==> config.mk <==
export PLATFORM = sky130hd
export DESIGN_NAME = rsa_feeder_flat
export DESIGN_NICKNAME = d
export VERILOG_FILES = /design/src/rtl/rsa_feeder_if.sv /design/src/rtl/rsa_feeder.sv /design/src/flat_wrapper.sv
export SDC_FILE = /design/constraint.sdc
export NUM_CORES = 1
export LEC_CHECK = 0
export ABC_AREA = 1
export CORE_MARGIN = 4
export CORE_UTILIZATION = 53
export CTS_BUF_LIST = sky130_fd_sc_hd__clkbuf_8
export CTS_CLUSTER_SIZE = 10
export DETAILED_ROUTE_END_ITERATION = 10
export HOLD_SLACK_MARGIN = 0.06
export MAX_ROUTING_LAYER = met4
export PLACE_DENSITY = 0.95
export SETUP_SLACK_MARGIN = 0.05
export SLEW_MARGIN = 10
export SYNTH_ARGS = -nofsm -noshare
export SYNTH_HDL_FRONTEND = slang
export SYNTH_SLANG_ARGS = --single-unit
export TNS_END_PERCENT = 1
==> constraint.sdc <==
create_clock -name clk -period 4.6 [get_ports clk]
set_input_delay 0.46 -clock clk [delete_from_list [all_inputs] [get_ports clk]]
set_output_delay 0.46 -clock clk [all_outputs]
set_load 0.02 [all_outputs]
==> src/rtl/rsa_feeder_if.sv <==
// Operand-feeder bundle: start/base request, A/B memory read ports, array streams, status.
// Latency: none (wiring only); read data returns one cycle after its strobe.
// Backpressure: none; the array input FIFOs accept every valid beat.
interface rsa_feeder_if #(
    parameter int IN_LEN = 8,
    parameter int MEM_AW = 8
);
    logic              start;
    logic [MEM_AW-1:0] base_a;
    logic [MEM_AW-1:0] base_b;
    logic              a_rd_en;
    logic              b_rd_en;
    logic [MEM_AW-1:0] a_addr;
    logic [MEM_AW-1:0] b_addr;
    logic [IN_LEN-1:0] a_rd_data;
    logic [IN_LEN-1:0] b_rd_data;
    logic              Xin_val;
    logic [IN_LEN-1:0] Xin_data;
    logic              Yin_val;
    logic [IN_LEN-1:0] Yin_data;
    logic              SA_start;
    logic              busy;
    logic              done;

    // Feeder side: takes requests and read data, drives strobes, streams and status.
    modport master (
        input  start, base_a, base_b, a_rd_data, b_rd_data,
        output a_rd_en, b_rd_en, a_addr, b_addr,
               Xin_val, Xin_data, Yin_val, Yin_data, SA_start, busy, done
    );

    // Environment side: controller, operand memories and the systolic array.
    modport slave (
        output start, base_a, base_b, a_rd_data, b_rd_data,
        input  a_rd_en, b_rd_en, a_addr, b_addr,
               Xin_val, Xin_data, Yin_val, Yin_data, SA_start, busy, done
    );
endinterface

==> src/rtl/rsa_feeder.sv <==
// Streams A row-major and B column-major from operand memories into a systolic array, then kicks it.
// Latency: strobes 1 cycle after accepted start, vals 1 cycle later, SA_start/done at max(X*N,N*Y)+2.
// Backpressure: none; one read per cycle per port, downstream always accepts.
module rsa_feeder #(
    parameter int X      = 3,
    parameter int N      = 4,
    parameter int Y      = 3,
    parameter int IN_LEN = 8,
    parameter int MEM_AW = 8
) (
    input  logic          clk,
    input  logic          sys_rst_n,
    rsa_feeder_if.master  bus
);
    localparam int A_CNT = X * N;
    localparam int B_CNT = N * Y;
    localparam int L_MAX = (A_CNT > B_CNT) ? A_CNT : B_CNT;
    localparam int CW    = $clog2(L_MAX + 1);
    localparam int KW    = $clog2(N + 1);

    typedef enum logic [1:0] {
        S_IDLE  = 2'd0,
        S_FETCH = 2'd1,
        S_DRAIN = 2'd2,
        S_KICK  = 2'd3
    } state_t;

    state_t            r_state;
    logic [CW-1:0]     r_a_cnt;
    logic [CW-1:0]     r_b_cnt;
    logic [KW-1:0]     r_b_k;
    logic [MEM_AW-1:0] r_b_col;
    logic              r_a_rd_en;
    logic              r_b_rd_en;
    logic [MEM_AW-1:0] r_a_addr;
    logic [MEM_AW-1:0] r_b_addr;
    logic              r_xin_val;
    logic              r_yin_val;
    logic              r_sa_start;
    logic              r_done;
    logic              r_busy;

    // Counters hold the number of reads already issued on each port.
    logic w_a_more;
    logic w_b_more;
    logic w_b_col_end;

    assign w_a_more    = (r_a_cnt < CW'(A_CNT));
    assign w_b_more    = (r_b_cnt < CW'(B_CNT));
    assign w_b_col_end = (r_b_k == KW'(N - 1));

    // Control FSM and read-address generation; all outputs registered.
    always_ff @(posedge clk or negedge sys_rst_n) begin
        if (!sys_rst_n) begin
            r_state    <= S_IDLE;
            r_a_cnt    <= '0;
            r_b_cnt    <= '0;
            r_b_k      <= '0;
            r_b_col    <= '0;
            r_a_rd_en  <= 1'b0;
            r_b_rd_en  <= 1'b0;
            r_a_addr   <= '0;
            r_b_addr   <= '0;
            r_sa_start <= 1'b0;
            r_done     <= 1'b0;
            r_busy     <= 1'b0;
        end else begin
            case (r_state)
                S_IDLE: begin
                    r_sa_start <= 1'b0;
                    r_done     <= 1'b0;
                    if (bus.start) begin
                        // First read of each stream goes out in the very first FETCH cycle.
                        r_state   <= S_FETCH;
                        r_busy    <= 1'b1;
                        r_a_rd_en <= 1'b1;
                        r_a_addr  <= bus.base_a;
                        r_a_cnt   <= CW'(1);
                        r_b_rd_en <= 1'b1;
                        r_b_addr  <= bus.base_b;
                        r_b_col   <= bus.base_b;
                        r_b_k     <= '0;
                        r_b_cnt   <= CW'(1);
                    end
                end
                S_FETCH: begin
                    // A is contiguous row-major, so its address just increments.
                    if (w_a_more) begin
                        r_a_rd_en <= 1'b1;
                        r_a_addr  <= r_a_addr + MEM_AW'(1);
                        r_a_cnt   <= r_a_cnt + CW'(1);
                    end else begin
                        r_a_rd_en <= 1'b0;
                    end
                    // B walks down a column with stride Y, then hops to the next column head.
                    if (w_b_more) begin
                        r_b_rd_en <= 1'b1;
                        r_b_cnt   <= r_b_cnt + CW'(1);
                        if (w_b_col_end) begin
                            r_b_col  <= r_b_col + MEM_AW'(1);
                            r_b_addr <= r_b_col + MEM_AW'(1);
                            r_b_k    <= '0;
                        end else begin
                            r_b_addr <= r_b_addr + MEM_AW'(Y);
                            r_b_k    <= r_b_k + KW'(1);
                        end
                    end else begin
                        r_b_rd_en <= 1'b0;
                    end
                    if (!w_a_more && !w_b_more) begin
                        r_state <= S_DRAIN;
                    end
                end
                S_DRAIN: begin
                    // Last read data lands in this cycle; launch the array next.
                    r_state    <= S_KICK;
                    r_sa_start <= 1'b1;
                    r_done     <= 1'b1;
                end
                S_KICK: begin
                    r_state    <= S_IDLE;
                    r_sa_start <= 1'b0;
                    r_done     <= 1'b0;
                    r_busy     <= 1'b0;
                end
                default: begin
                    r_state <= S_IDLE;
                end
            endcase
        end
    end

    // Stream valids follow the strobes by the one-cycle memory read latency.
    always_ff @(posedge clk or negedge sys_rst_n) begin
        if (!sys_rst_n) begin
            r_xin_val <= 1'b0;
            r_yin_val <= 1'b0;
        end else begin
            r_xin_val <= r_a_rd_en;
            r_yin_val <= r_b_rd_en;
        end
    end

    assign bus.a_rd_en  = r_a_rd_en;
    assign bus.b_rd_en  = r_b_rd_en;
    assign bus.a_addr   = r_a_addr;
    assign bus.b_addr   = r_b_addr;
    assign bus.Xin_val  = r_xin_val;
    assign bus.Yin_val  = r_yin_val;
    // Memory data is passed straight through, forced to zero outside valid beats.
    assign bus.Xin_data = r_xin_val ? bus.a_rd_data : '0;
    assign bus.Yin_data = r_yin_val ? bus.b_rd_data : '0;
    assign bus.SA_start = r_sa_start;
    assign bus.done     = r_done;
    assign bus.busy     = r_busy;
endmodule

==> src/flat_wrapper.sv <==
// flat-port wrapper written by rule: the top's interface ports become plain ports
module rsa_feeder_flat 
#(
    parameter int X      = 3,
    parameter int N      = 4,
    parameter int Y      = 3,
    parameter int IN_LEN = 8,
    parameter int MEM_AW = 8
)
  (clk, sys_rst_n, bus_start, bus_base_a, bus_base_b, bus_a_rd_data, bus_b_rd_data, bus_a_rd_en, bus_b_rd_en, bus_a_addr, bus_b_addr, bus_Xin_val, bus_Xin_data, bus_Yin_val, bus_Yin_data, bus_SA_start, bus_busy, bus_done);
  rsa_feeder_if #(.IN_LEN(IN_LEN), .MEM_AW(MEM_AW)) bus_i ();
  input  logic clk;
  input  logic sys_rst_n;
  input wire logic [$bits(bus_i.start)-1:0] bus_start;
  input wire logic [$bits(bus_i.base_a)-1:0] bus_base_a;
  input wire logic [$bits(bus_i.base_b)-1:0] bus_base_b;
  input wire logic [$bits(bus_i.a_rd_data)-1:0] bus_a_rd_data;
  input wire logic [$bits(bus_i.b_rd_data)-1:0] bus_b_rd_data;
  output wire logic [$bits(bus_i.a_rd_en)-1:0] bus_a_rd_en;
  output wire logic [$bits(bus_i.b_rd_en)-1:0] bus_b_rd_en;
  output wire logic [$bits(bus_i.a_addr)-1:0] bus_a_addr;
  output wire logic [$bits(bus_i.b_addr)-1:0] bus_b_addr;
  output wire logic [$bits(bus_i.Xin_val)-1:0] bus_Xin_val;
  output wire logic [$bits(bus_i.Xin_data)-1:0] bus_Xin_data;
  output wire logic [$bits(bus_i.Yin_val)-1:0] bus_Yin_val;
  output wire logic [$bits(bus_i.Yin_data)-1:0] bus_Yin_data;
  output wire logic [$bits(bus_i.SA_start)-1:0] bus_SA_start;
  output wire logic [$bits(bus_i.busy)-1:0] bus_busy;
  output wire logic [$bits(bus_i.done)-1:0] bus_done;
  assign bus_i.start = bus_start;
  assign bus_i.base_a = bus_base_a;
  assign bus_i.base_b = bus_base_b;
  assign bus_i.a_rd_data = bus_a_rd_data;
  assign bus_i.b_rd_data = bus_b_rd_data;
  assign bus_a_rd_en = bus_i.a_rd_en;
  assign bus_b_rd_en = bus_i.b_rd_en;
  assign bus_a_addr = bus_i.a_addr;
  assign bus_b_addr = bus_i.b_addr;
  assign bus_Xin_val = bus_i.Xin_val;
  assign bus_Xin_data = bus_i.Xin_data;
  assign bus_Yin_val = bus_i.Yin_val;
  assign bus_Yin_data = bus_i.Yin_data;
  assign bus_SA_start = bus_i.SA_start;
  assign bus_busy = bus_i.busy;
  assign bus_done = bus_i.done;
  rsa_feeder #(.X(X), .N(N), .Y(Y), .IN_LEN(IN_LEN), .MEM_AW(MEM_AW)) u_core (.clk(clk), .sys_rst_n(sys_rst_n), .bus(bus_i));
endmodule
[Word-level counts from Yosys, hierarchy flattened]
Cells that the tools add are included.
Widths: inputs -> output; s select.
Storage, ports and cells
  register bits after elaboration: 43
  input bits: 35
  output and inout bits: 39
  word-level logic and storage cells: 75
Cells by class
  add/sub/neg operators: 6
  order comparisons: 2
  equality and inequality tests: 9
  muxes and demuxes: 31
  reduce and logical (&&, ||, !) cells: 14
Operator list (count)
  $mux 8: 9
  $pmux 8 s2: 3
  $add 8x1->8 const B: 2
  $pmux 4 s2: 2
  $mux 4: 3
  $mux 3: 3
  $add 4x1->4 const B: 2
  $add 8x2->8 const B: 1
  $lt 4x4->1 const B: 2
  $ne 2x1->1 const B: 4
  $pmux 1 s2: 4
  $pmux 2 s4: 1
  $pmux 3 s2: 1
  $reduce_and 2->1: 3
  $reduce_and 3->1: 2
  $reduce_bool 2->1: 3
  $eq 2x2->1 const B: 2
  $mux 2: 2
  $reduce_and 4->1: 1
  $add 3x1->3 const B: 1
  $eq 3x2->1 const B: 1
  $mux 1: 3
  $eq 2x1->1 const B: 1
  $logic_not 1->1: 2
  4 further kinds: 4

[Longest topological paths before layout]
  depth after elaboration: 5
  depth in mapped cells: 11
  depth with buffers taken out: 10

[Worst setup path before layout]
No wires, ideal clock.
  path type: flip-flop to flip-flop
  start point: register u_core.r_state[1]
  end point: register u_core.r_b_addr[6], in the netlist u_core.bus.b_addr[6]
  library setup time: 0.119 ns
  arrival: 1.498 ns
  data required time: 4.481 ns
  setup slack: 2.983 ns
  stages on the path, launching flop included: 12
  path buffers: 2
  period minus slack after synthesis: 1.617 ns
  cells stage by stage: dfrtp_1 inv_1 ha_1 buf_6 inv_4 o21ai_4 nand2_4 clkinv_2 buf_6 nand3_1 o21bai_1 nor2_1
On the way
  word-level cells in the longest chain between the ends: 3
  elaborated cells on any way between the ends: 7
  classes of those cells: eq/ne: 3; mux: 1; reduce/logical: 3
Ends and longest elaborated chain
  start, declared: line rsa_feeder.sv:28  | state_t r_state;
  start signal, assigned: line rsa_feeder.sv:55  | r_state <= S_IDLE;
  start signal, assigned: line rsa_feeder.sv:74  | r_state <= S_FETCH;
  start signal, assigned: line rsa_feeder.sv:111  | r_state <= S_DRAIN;
  $eq 2x1->1 or $logic_not 2->1 (tied branches): line rsa_feeder.sv:68  | case (r_state)
  $ne 2x1->1 (no line) (tied with other cells)
  $reduce_and 3->1 (no line)
  end signal, assigned: line rsa_feeder.sv:80  | r_b_addr <= bus.base_b;
  end signal, assigned: line rsa_feeder.sv:101  | r_b_addr <= r_b_col + MEM_AW'(1);
  end signal, assigned: line rsa_feeder.sv:104  | r_b_addr <= r_b_addr + MEM_AW'(Y);
  end, declared: line rsa_feeder.sv:36  | logic [MEM_AW-1:0] r_b_addr;
Parallel ways exist; a longest one is shown, timed or not.
A chain may end at the register's enable or synchronous reset.

[Final worst setup path]
  start point: register u_core.r_state[1]
  end point: register u_core.r_a_addr[6], in the netlist u_core.bus.a_addr[6]
On the way
  word-level cells in the longest chain between the ends: 3
  elaborated cells on any way between the ends: 7
  classes of those cells: eq/ne: 3; mux: 1; reduce/logical: 3
Ends and longest elaborated chain
  $eq 2x1->1 or $logic_not 2->1 (tied branches): line rsa_feeder.sv:68
  $ne 2x1->1 (no line) (tied with other cells)
  $reduce_and 3->1 (no line)
  end signal, assigned: line rsa_feeder.sv:77  | r_a_addr <= bus.base_a;
  end signal, assigned: line rsa_feeder.sv:90  | r_a_addr <= r_a_addr + MEM_AW'(1);
  end, declared: line rsa_feeder.sv:35  | logic [MEM_AW-1:0] r_a_addr;
Parallel ways exist; a longest one is shown, timed or not.

==> impl_metrics.env <==
export IMPL_worstMarginPinSlew_ns=1.01
export IMPL_criticalPathCategory="flip-flop to flip-flop"
export IMPL_reg2reg_depth=8
export IMPL_fin_worst_skew_ns=0.00929
export IMPL_final_cells=474
export IMPL_clk_pin_slew_worst_paths_ns=0.09
export IMPL_rrSetupSlack_ns=1.82
export IMPL_maxCapViolCount=0
export IMPL_finalPower_uw=2710
export IMPL_max_vdd_ir_drop_uv=496
export IMPL_design_die_area_mm2=0.00603
export IMPL_r2r_start="u_core.r_state[1]"
export IMPL_antenna_cells=0
export IMPL_cts_resized=0
export IMPL_ant_nets=0
export IMPL_finalSetupTns_ns=0
export IMPL_cts_setup_buffers=0
export IMPL_area_delta_synth_final_pct=34.2
export IMPL_synthCells=337
export IMPL_ys_seq_area_share_pct=41.9
export IMPL_nets=452
export IMPL_tritoncts="done"
export IMPL_critical_path_startpoint="u_core.r_state[1]"
export IMPL_track_usage_pct=24.3
export IMPL_cts_buffer_depth=2
export IMPL_crit_required_ns=4.82
export IMPL_vias=2542
export IMPL_slowest_delay_ns=0.84
export IMPL_status="finished, final reports clean"
export IMPL_slowest_stage="ha_1"
export IMPL_dr_pass1_iters=6
export IMPL_drive_gt1_share_pct=5.16
export IMPL_power_density_mw_per_mm2=787
export IMPL_grt_pass1_vias=2545
export IMPL_period_needed_ns=2.78
export IMPL_synth_distinct_cells=37
export IMPL_num_rows=25
export IMPL_synth_edf_count=0
export IMPL_route_detailed_drc=0
export IMPL_hold_class="input port to asynchronous set/reset pin"
export IMPL_critical_path_arrival_ns=2.99
export IMPL_cp_max_fo=27
export IMPL_drtIter0Drc=308
export IMPL_place_congestion=0.909
export IMPL_grt_max_degree=44
export IMPL_r2r_end="u_core.bus.a_addr[6]"
export IMPL_start_util_pct=54.4
export IMPL_slew_violations=0
export IMPL_setup_viol=0
export IMPL_crit_path_end_kind="flip-flop"
export IMPL_synth_net_count=383
export IMPL_avgSynthCellArea_um2=7.63
export IMPL_io_buffers=73
export IMPL_ys_flop_type="dfrtp_1"
export IMPL_num_io_pins=74
export IMPL_path_cells="inv_1 > ha_1 > inv_4 > o21ai_4 > nand2_2 > inv_2 > o21ai_0 > o21ai_1"
export IMPL_viasPerCell=5.36
export IMPL_clk_latency_ns=0.30
export IMPL_fillers=361
export IMPL_dieHeight_um=77.6
export IMPL_worst_slack_ns=1.82
export IMPL_antenna_found_initial=0
export IMPL_wire_per_inst_um=14.6
export IMPL_htreeDepth=2
export IMPL_post_route_period_util_pct=60.4
export IMPL_cts_hold_buf=0
export IMPL_p_leak_uw=0.00171
export IMPL_place_inst=466
export IMPL_root_buffer="clkbuf_8"
export IMPL_die_width_um=77.6
export IMPL_post_place_ws_ns=1.92
export IMPL_coreArea_mm2=0.00472
export IMPL_cts_buffers=5
export IMPL_async_reset_ff_share_pct=100
export IMPL_cts_sinks=43
export IMPL_finalHoldViolCount=0
export IMPL_maxSlewHeadroom_pct=32.7
export IMPL_rsz0062_at_grt="no"
export IMPL_ys_ff_latch=43
export IMPL_clock_fmax_mhz=360
export IMPL_hpwl_um=4920
export IMPL_synth_cell_area_mm2=0.00257
export IMPL_overflow=0
export IMPL_crit_path_start_kind="flip-flop"
export IMPL_grt_pass1_wl_um=11600
export IMPL_drt_wl_total_um=6930
export IMPL_yosys_warnings=0
-- worst max path at each step --
stage          depth (start not counted)              endpoint  slack [ns]
2_1_floorplan                         11  u_core.bus.b_addr[6]        2.98
3_3_place_gp                           9  u_core.bus.a_addr[5]        2.08
3_5_place_dp                           8  u_core.bus.a_addr[6]        1.92
4_1_cts                                8  u_core.bus.a_addr[6]        1.85
5_1_grt                                9  u_core.bus.a_addr[5]        1.57
6_report                               8  u_core.bus.a_addr[6]        1.82
-- synthesized netlist by cell type (all sizes together) (5+ instances only) --
library cell | number | area, µm²
nand2 | 87 | 342
inv | 50 | 190
dfrtp | 43 | 1080
nor2 | 30 | 120
o21ai | 27 | 146
nand3 | 21 | 110
a21oi | 17 | 88.8
ha | 11 | 138
nand4 | 8 | 50.1
clkbuf | 6 | 22.5
a22oi | 5 | 37.5
buf | 5 | 40.0
-- area by class of cell --
class | instances | area (µm²) | share of cell area (%)
inverter | 51 | 195 | 5.66
clock buffer | 5 | 68.8 | 1.99
clock inverter | 3 | 63.8 | 1.85
multi-input combinational | 232 | 1240 | 35.8
tap | 67 | 83.8 | 2.43
timing repair buffer | 73 | 726 | 21.0
sequential | 43 | 1080 | 31.2
-- placed cells by master (no fill, tap or decap), drive strengths merged, types with 2 or more instances in the layout --
cell type,count
bufinv,2
a21oi,17
clkbuf,5
nor2,30
nand4,8
o21bai,3
o21ai,27
clkdlybuf4s50,72
xnor2,4
ha,11
o31ai,2
xor2,3
a22oi,5
nand3,21
a31oi,3
nand2,87
o21a,3
inv,51
dfrtp,43
a2bb2oi,3
-- state kept, by name, summed over array words and instances (netlist names), 2 cells and up --
name	count
u_core.bus.b_addr	8
u_core.r_state	2
u_core.r_b_cnt	4
u_core.r_b_col	8
u_core.r_a_cnt	4
u_core.r_b_k	3
u_core.bus.a_addr	8
-- worst max-delay path: cells and delay by family (launching register included) --
family / cells / cell delay [ns]
compound gates: 3 / 0.58
flops: 1 / 0.42
fa+ha+maj: 1 / 0.84
simple gates: 1 / 0.26
buf+inv: 3 / 0.58
-- where the power goes --
group | total [µW] | switching, µW | internal, µW
registers | 777 | 210 | 567
logic | 1590 | 954 | 636
clock network | 348 | 133 | 215
total | 2710 | 1300 | 1420
-- metal layers --
layer	track usage (%)	vias up	routed length (µm)
met5	-	-	0
met4	8.01	0	134
met3	4.41	20	397
met2	42.0	119	3650
met1	28.5	1177	2740
li1	-	1226	-
-- stage by stage --
stage	util, %	instance area, µm²	hold WS [ns]
3_5_place_dp	70.2	3320	0.400
6_report	73.0	3450	0.309
4_1_cts	73.0	3450	0.337
5_1_grt	73.0	3450	0.383
3_3_place_gp	70.2	3320	0.387
2_1_floorplan	-	2570	0.164
-- logic make-up (layout without fill, tap and decap cells) --
| kind of cell | after synthesis | in the layout | synth area share, % |
|---|---|---|---|
| adders and majority gates | 11 | 11 | 5.36 |
| buffers and inverters | 62 | 132 | 10.0 |
| xor gates and xnor gates | 7 | 7 | 2.39 |
| and+or+nand+nor | 148 | 148 | 24.6 |
| AOI/OAI and AO/OA | 66 | 66 | 15.7 |
| DFF | 43 | 43 | 41.9 |
Power figures use the tool's default switching activity.
